<file path="config.mk">
export PLATFORM = sky130hd
export DESIGN_NAME = instr_executor
export DESIGN_NICKNAME = d
export VERILOG_FILES = /design/src/rtl/instr_register_pkg.sv /design/src/rtl/instr_alu.sv /design/src/rtl/instr_executor.sv
export SDC_FILE = /design/constraint.sdc
export NUM_CORES = 2
export LEC_CHECK = 0
export CAP_MARGIN = 5
export CORE_MARGIN = 5
export CORE_UTILIZATION = 50
export DETAILED_ROUTE_END_ITERATION = 16
export PLACE_DENSITY = 0.67
export SYNTH_ARGS = -nofsm -noshare
export SYNTH_HDL_FRONTEND = slang
export SYNTH_HIERARCHICAL = 1
export SYNTH_SLANG_ARGS = --single-unit
</file>
<file path="constraint.sdc">
create_clock -name clk -period 17 [get_ports clk]
set_input_delay 3.4 -clock clk [delete_from_list [all_inputs] [get_ports clk]]
set_output_delay 3.4 -clock clk [all_outputs]
set_load 0.02 [all_outputs]
</file>
<file path="src/rtl/instr_register_pkg.sv">
// Shared types for the instruction register and its executor: opcodes, operands,
// slot addresses, the stored instruction word, the result type and the executor FSM states.
package instr_register_pkg;

    localparam int OPERAND_W        = 32;
    localparam int ADDRESS_W        = 5;
    localparam int NUM_SLOTS        = 32;
    localparam int RESULT_W_DEFAULT = 64;

    // Opcode codes 8..15 are unassigned; the executor flags them as errors.
    typedef enum logic [3:0] {
        ZERO  = 4'd0,
        PASSA = 4'd1,
        PASSB = 4'd2,
        ADD   = 4'd3,
        SUB   = 4'd4,
        MULT  = 4'd5,
        DIV   = 4'd6,
        MOD   = 4'd7
    } opcode_t;

    typedef logic signed [OPERAND_W-1:0] operand_t;
    typedef logic [ADDRESS_W-1:0]        address_t;

    typedef struct packed {
        opcode_t  opc;
        operand_t op_a;
        operand_t op_b;
    } instruction_t;

    typedef logic signed [RESULT_W_DEFAULT-1:0] result_t;

    typedef enum logic [1:0] {
        IDLE  = 2'd0,
        FETCH = 2'd1,
        EXEC  = 2'd2,
        OUT   = 2'd3
    } exec_state_t;

endpackage

</file>
<file path="src/rtl/instr_alu.sv">
// Combinational ALU for one instruction: operands are sign-extended to RESULT_W first.
// Define EXEC_DIV_EN to build the divider; without it DIV and MOD report an error.
module instr_alu
    import instr_register_pkg::*;
#(
    parameter int RESULT_W = RESULT_W_DEFAULT
) (
    input  opcode_t                     opcode,
    input  operand_t                    op_a,
    input  operand_t                    op_b,
    output logic signed [RESULT_W-1:0]  result,
    output logic                        err
);

    logic signed [RESULT_W-1:0] a_ext;
    logic signed [RESULT_W-1:0] b_ext;

    assign a_ext = {{(RESULT_W-OPERAND_W){op_a[OPERAND_W-1]}}, op_a};
    assign b_ext = {{(RESULT_W-OPERAND_W){op_b[OPERAND_W-1]}}, op_b};

    always_comb begin
        result = '0;
        err    = 1'b0;
        case (opcode)
            ZERO:  result = '0;
            PASSA: result = a_ext;
            PASSB: result = b_ext;
            ADD:   result = a_ext + b_ext;
            SUB:   result = a_ext - b_ext;
            // RESULT_W >= 2*OPERAND_W, so the low RESULT_W bits hold the full product.
            MULT:  result = a_ext * b_ext;
`ifdef EXEC_DIV_EN
            DIV: begin
                if (op_b == '0) err = 1'b1;
                else            result = a_ext / b_ext;
            end
            MOD: begin
                if (op_b == '0) err = 1'b1;
                else            result = a_ext % b_ext;
            end
`else
            DIV:   err = 1'b1;
            MOD:   err = 1'b1;
`endif
            default: err = 1'b1;
        endcase
    end

endmodule

</file>
<file path="src/rtl/instr_executor.sv">
// Walks a window of instr_register slots, executes each instruction through instr_alu
// and offers one registered result per instruction on a valid/ready handshake (EXEC_DIV_EN enables DIV/MOD).
module instr_executor
    import instr_register_pkg::*;
#(
    parameter int RESULT_W = RESULT_W_DEFAULT
) (
    input  logic                        clk,
    input  logic                        reset_n,
    input  logic                        start,
    input  address_t                    first_addr,
    input  logic [5:0]                  count,
    output address_t                    read_pointer,
    input  instruction_t                instruction_word,
    output logic                        busy,
    output logic                        result_valid,
    input  logic                        result_ready,
    output logic signed [RESULT_W-1:0]  result,
    output opcode_t                     result_opcode,
    output address_t                    result_addr,
    output logic                        result_err,
    output logic                        done
);

    // Handshake: a result transfers on any rising edge where result_valid and
    // result_ready are both high; while valid is high and ready low, every
    // result field holds. ready is ignored while valid is low.

    exec_state_t                state_q, state_d;
    address_t                   ptr_q, ptr_d;
    logic [5:0]                 remaining_q, remaining_d;
    instruction_t               instr_q, instr_d;
    logic signed [RESULT_W-1:0] result_q, result_d;
    opcode_t                    opc_q, opc_d;
    address_t                   addr_q, addr_d;
    logic                       err_q, err_d;
    logic                       valid_q, valid_d;
    logic                       done_q, done_d;

    logic signed [RESULT_W-1:0] alu_result;
    logic                       alu_err;
    logic                       handshake;

    instr_alu #(
        .RESULT_W (RESULT_W)
    ) u_alu (
        .opcode (instr_q.opc),
        .op_a   (instr_q.op_a),
        .op_b   (instr_q.op_b),
        .result (alu_result),
        .err    (alu_err)
    );

    assign handshake = valid_q && result_ready;

    always_comb begin
        state_d     = state_q;
        ptr_d       = ptr_q;
        remaining_d = remaining_q;
        instr_d     = instr_q;
        result_d    = result_q;
        opc_d       = opc_q;
        addr_d      = addr_q;
        err_d       = err_q;
        valid_d     = valid_q;
        done_d      = 1'b0;
        case (state_q)
            IDLE: begin
                if (start) begin
                    ptr_d       = first_addr;
                    remaining_d = count;
                    if (count == 6'd0) done_d  = 1'b1;
                    else               state_d = FETCH;
                end
            end
            FETCH: begin
                instr_d = instruction_word;
                state_d = EXEC;
            end
            EXEC: begin
                result_d = alu_result;
                err_d    = alu_err;
                opc_d    = instr_q.opc;
                addr_d   = ptr_q;
                valid_d  = 1'b1;
                state_d  = OUT;
            end
            OUT: begin
                if (handshake) begin
                    valid_d     = 1'b0;
                    ptr_d       = ptr_q + 5'd1;
                    remaining_d = remaining_q - 6'd1;
                    if (remaining_q == 6'd1) begin
                        done_d  = 1'b1;
                        state_d = IDLE;
                    end else begin
                        state_d = FETCH;
                    end
                end
            end
            default: state_d = IDLE;
        endcase
    end

    always_ff @(posedge clk or negedge reset_n) begin
        if (!reset_n) begin
            state_q     <= IDLE;
            ptr_q       <= '0;
            remaining_q <= '0;
            instr_q     <= '0;
            result_q    <= '0;
            opc_q       <= ZERO;
            addr_q      <= '0;
            err_q       <= 1'b0;
            valid_q     <= 1'b0;
            done_q      <= 1'b0;
        end else begin
            state_q     <= state_d;
            ptr_q       <= ptr_d;
            remaining_q <= remaining_d;
            instr_q     <= instr_d;
            result_q    <= result_d;
            opc_q       <= opc_d;
            addr_q      <= addr_d;
            err_q       <= err_d;
            valid_q     <= valid_d;
            done_q      <= done_d;
        end
    end

    // ptr only moves on a handshake or a start, so the address is stable through FETCH.
    assign read_pointer  = ptr_q;
    assign busy          = (state_q != IDLE);
    assign result_valid  = valid_q;
    assign result        = result_q;
    assign result_opcode = opc_q;
    assign result_addr   = addr_q;
    assign result_err    = err_q;
    assign done          = done_q;

endmodule

</file>
# Yosys cells after proc, flatten, opt, wreduce, memory -nomap -nowiden
# Index checks and enable logic that the tools add are counted.
# totals
out_inout_bits	82
in_bits	83
word_cells	60
ff_bits	157
# op_classes
mux	20
add_sub_neg	4
n_mul	1
reduce_logical	11
n_eq_ne	12
# op_table
op	n
$pmux W64 S5	1
$mul A32 B32 Y64	1
$add A32 B32 Y33	1
$sub A32 B32 Y33	1
$mux W6	2
$pmux W6 S2	1
$mux W5	2
$pmux W5 S2	1
$eq A4 B2 Y1 const B	2
$eq A4 B3 Y1 const B	2
$pmux W2 S4	1
$mux W1	7
$eq A6 B1 Y1 const B	1
$logic_not A6 Y1	1
$mux W2	3
$ne A2 B2 Y1 const B	3
$reduce_and A3 Y1	2
$reduce_bool A2 Y1	3
$reduce_or A6 Y1	1
$sub A6 B1 Y6 const B	1
$add A5 B1 Y5 const B	1
$eq A2 B2 Y1 const B	2
$eq A4 B1 Y1 const B	1
$logic_not A4 Y1	1
other kinds (5)	6

# Depth between registers and ports, before layout
# depth
ltp_word	4
ltp_mapped	31
depth_no_buf	28

# By module
# Netlist, hierarchy kept.
# modules_own_cells
mod	instances	cells_per_inst	seq_area_each_um2	area_each_um2
instr_alu	1	4532	0.0	40431.3
instr_executor	1	402	3928.8	6223.5

# Worst setup path before layout
# Ideal clock, no wire load.
# synth_timing
kind	register -> register
startpoint	register instr_q[63] (netlist name)
endpoint	register result_q[62], in the netlist result[62]
path_buffers	3
path_slack_ps	8909
stages_incl_launch_ff	28
arrival_time_ps	7966
setup_time_ps	125
path_cell_list	dfrtp_1 > clkbuf_1 > clkbuf_1 > nand2_1 > inv_1 > fa_1 > fa_1 > fa_1 > fa_1 > inv_1 > fa_1 > inv_1 > fa_1 > inv_1 > fa_1 > inv_1 > fa_1 > ha_1 > clkbuf_1 > nor2b_1 > o41ai_1 > o21ai_0 > nand2_1 > o31ai_1 > a221oi_1 > xor2_1 > o21ai_2 > mux2_2
# synth_via
elab_chain_cells	2
word_cells_on_any_way	4
# synth_rtl
item	line_no	rtl
from (decl)	instr_executor.sv:32	instruction_t instr_q, instr_d;
from (signal assigned)	instr_executor.sv:121	instr_q <= instr_d;
$mul A32 B32 Y64, or another cell as far along	instr_alu.sv:31	MULT: result = a_ext * b_ext;
$pmux W64 S5 (*)	instr_alu.sv:24	case (opcode)
via alu_result[62]	instr_executor.sv:40	logic signed [RESULT_W-1:0] alu_result;
to (signal assigned)	instr_executor.sv:122	result_q <= result_d;
to (decl)	instr_executor.sv:33	logic signed [RESULT_W-1:0] result_q, result_d;
# The timed path passes the listed nets; every way through them passes the cells marked *.
# A chain may end at the register's enable or synchronous reset.

# Final worst setup path
# layout_timing
startpoint	register instr_q[1] (netlist name)
endpoint	register result_q[62], in the netlist result[62]
# The elaborated chain is that of the path after synthesis.

==> results.json <==
{
  "finClkSkew_ns": 0.02684,
  "fin_nets": 6334,
  "netlist.area_leader.share_pct": 46.51,
  "floorplan.rows": 112,
  "max_freq_mhz": 106.5,
  "async_flop_share_pct": 100.0,
  "clk_pin_slew_ns": 0.07,
  "critPathMostFrequentCell": "fa_1",
  "portBuffers": 164,
  "ios": 165,
  "rsz0062_at_grt": "no",
  "fin_crit_sh_pct": 55.22,
  "dp.cells": 6145,
  "ys_top_cells_by_count": "fa_1, inv_1, nand2_1",
  "finalSetupTns_ns": 0,
  "antenna_found_initial": 4,
  "ctsResizeCount": 0,
  "ys_top_cells_by_area": "fa_1, dfrtp_1, inv_1, ha_1, and2_1",
  "drv_slew": 0,
  "criticalPathCategory": "flop to flop",
  "dp_slack_ns": 7.707,
  "synth.net_count": 6358,
  "avgRoutedWirePerCell_um": 24.07,
  "cp-end-kind": "flop",
  "crit_chain": "buf_4 -> inv_1 -> nor2_1 -> ha_1 -> fa_1 -> fa_1 -> fa_1 -> inv_1 -> fa_1 -> inv_1 -> fa_1 -> fa_1 -> fa_1 -> ha_1 -> and3_1 -> and2_1 -> a31oi_1 -> o31ai_1 -> a221oi_1 -> xor2_1 -> o21ai_2 -> mux2_2",
  "drtIter0Drc": 2845,
  "post-route-min-period_ns": 9.387,
  "hold_buffers": 0,
  "slew_headroom_pct": 24.98,
  "grt_start_max_net_pins": 85,
  "synth_edf_count": 0,
  "initial_core_util_pct": 50.22,
  "critPathMaxStageDelay_ns": 1.09,
  "cts_setup_buffers": 0,
  "grt_pass1_vias": 38049,
  "drive_above_1_share_pct": 6.642,
  "cts_tree": "yes",
  "synth_flop_cell": "dfrtp_1",
  "die_area_um2": 99520,
  "crit_arrival_ns": 9.74,
  "cts_buffers": 17,
  "cts-root-buf": "clkbuf_16",
  "htree_levels": 4,
  "drt-total-wl_um": 148800,
  "status": "complete, no violations",
  "yosysWarnings": 6,
  "max_slew.worst_pin.slew_ns": 1.125,
  "clockBufferDepth": 2,
  "firstDrtPassIters": 9,
  "synth_most_common_cell": "fa_1",
  "worstPathMaxFanout": 33,
  "ys_types": 89,
  "drc_errors": 0,
  "ant_nets": 0,
  "yosysTopAreaCell": "fa_1",
  "cap_violations": 0,
  "hold_viol_final": 0,
  "worstPathRequired_ns": 17.35,
  "netlist_area_um2": 46650,
  "place.gp.congestion": 0.9761,
  "instances_no_fill": 6179,
  "grtUsageTotal_pct": 30.59,
  "setup_slack_ns": 7.613,
  "viasPerCell": 5.724,
  "grt_overflow": 0,
  "synth.avg_cell_area_um2": 9.456,
  "synth_cells": 4934,
  "dieWidth_um": 315.5,
  "synth-seq-area-share_pct": 8.421,
  "core_um2": 92910,
  "insertion_delay_ns": 0.47,
  "holdWs_ns": 0.5073,
  "fillers": 8395,
  "vias": 35369,
  "area_growth_pct": 7.045,
  "setup_viol": 0,
  "grt_pass1_wl_um": 231800,
  "fp.dieH_um": 315.5,
  "hold_path_class": "flop to flop",
  "cts_sinks": 157,
  "slowest_stage": "fa_1",
  "cp-start-kind": "flop",
  "place_hpwl_um": 115700,
  "ys_ff_latch": 157
}
flip-flops by register name, indices dropped and copies added (netlist names):
signal,cells
done,1
read_pointer,5
result_valid,1
result,64
state_q,2
result_err,1
result_opcode,4
result_addr,5
instr_q,68
remaining_q,6
metrics by stage:
stage	area, um2	util, %
2_1_floorplan	46650	-
3_5_place_dp	49370	53.14
3_3_place_gp	49370	53.14
5_1_grt	49940	53.75
6_report	49940	53.75
4_1_cts	49940	53.75
critical path, delay by kind of cell (launching register included):
family          cells  cell delay, ns
compound gates      4            1.18
xor+xnor            1            0.21
fa+ha+maj           9            5.24
simple gates        3            0.70
buf+inv             4            1.32
mux                 1            0.28
flops               1            0.34
cell families after synthesis:
| family | after synthesis | share of synthesized area [%] |
|---|---|---|
| AO/OA/AOI/OAI | 556 | 8.354 |
| XOR/XNOR | 73 | 1.370 |
| adder cells (fa/ha/maj) | 1341 | 53.41 |
| buffers and inverters | 1310 | 10.68 |
| flip-flops | 157 | 8.421 |
| multiplexers | 145 | 3.497 |
| AND/OR/NAND/NOR | 1352 | 14.27 |
layout make-up:
type,instances,area (um2),area share (%)
diodes,2,5.005,0.01002
repair buffers,245,2251,4.507
clock inverters,13,123.9,0.2480
multi-input cells,3467,37780,75.65
clock buffers,19,442.9,0.8869
well taps,1254,1569,3.142
flip-flops and latches,157,3933,7.874
inverters,1022,3836,7.681
path summary, 6_finish.rpt:
path	to	depth (start not counted)	start	slack [ns]
worst max-delay path	result[62]$_DFFE_PN0P_	22	instr_q[1]$_DFFE_PN0N_	7.61
worst min-delay path	result[21]$_DFFE_PN0P_	1	result[21]$_DFFE_PN0P_	0.51
worst max register to register	result[62]$_DFFE_PN0P_	22	instr_q[1]$_DFFE_PN0N_	7.61
worst min register to register	result[21]$_DFFE_PN0P_	1	result[21]$_DFFE_PN0P_	0.51
max in group asynchronous	instr_q[30]$_DFFE_PN0N_	2	reset_n	12.41
min in group asynchronous	instr_q[33]$_DFFE_PN0N_	1	reset_n	3.04
placed cells by master (no fill, tap or decap), drive strengths merged, types with 6 or more instances in the layout:
cell           Yosys  layout
fa              1084    1084
inv             1019    1025
nand2            556     556
and2             470     470
ha               257     257
clkdlybuf4s50      0     163
nor2             160     160
dfrtp            157     157
mux2             144     144
o21ai            138     138
a21oi            129     129
buf               33      82
xnor2             46      46
a21o              44      44
nand2b            29      29
xor2              27      27
nor3              26      26
a222oi            24      24
nand3             22      22
o211ai            21      21
a221oi            20      20
o21bai            19      19
clkbuf           255      19
nand4             18      18
a31oi             18      18
a211oi            17      17
nor2b             13      13
and3              13      13
or3               13      13
o22ai             11      11
nor4              11      11
o221a             10      10
o21a               9       9
o31ai              9       9
a22oi              9       9
clkinv             3       9
a31o               8       8
a211o              7       7
a221o              6       6
layer usage:
metal  global-route usage (%)  share of wire, %
met1                    42.25                41
met5                        0             0.040
met4                    11.04               4.5
met2                    48.27                46
met3                    6.469               9.0
Power is not shown: default switching activity piles up to over one toggle a cycle in this logic, so the estimate is an artifact.
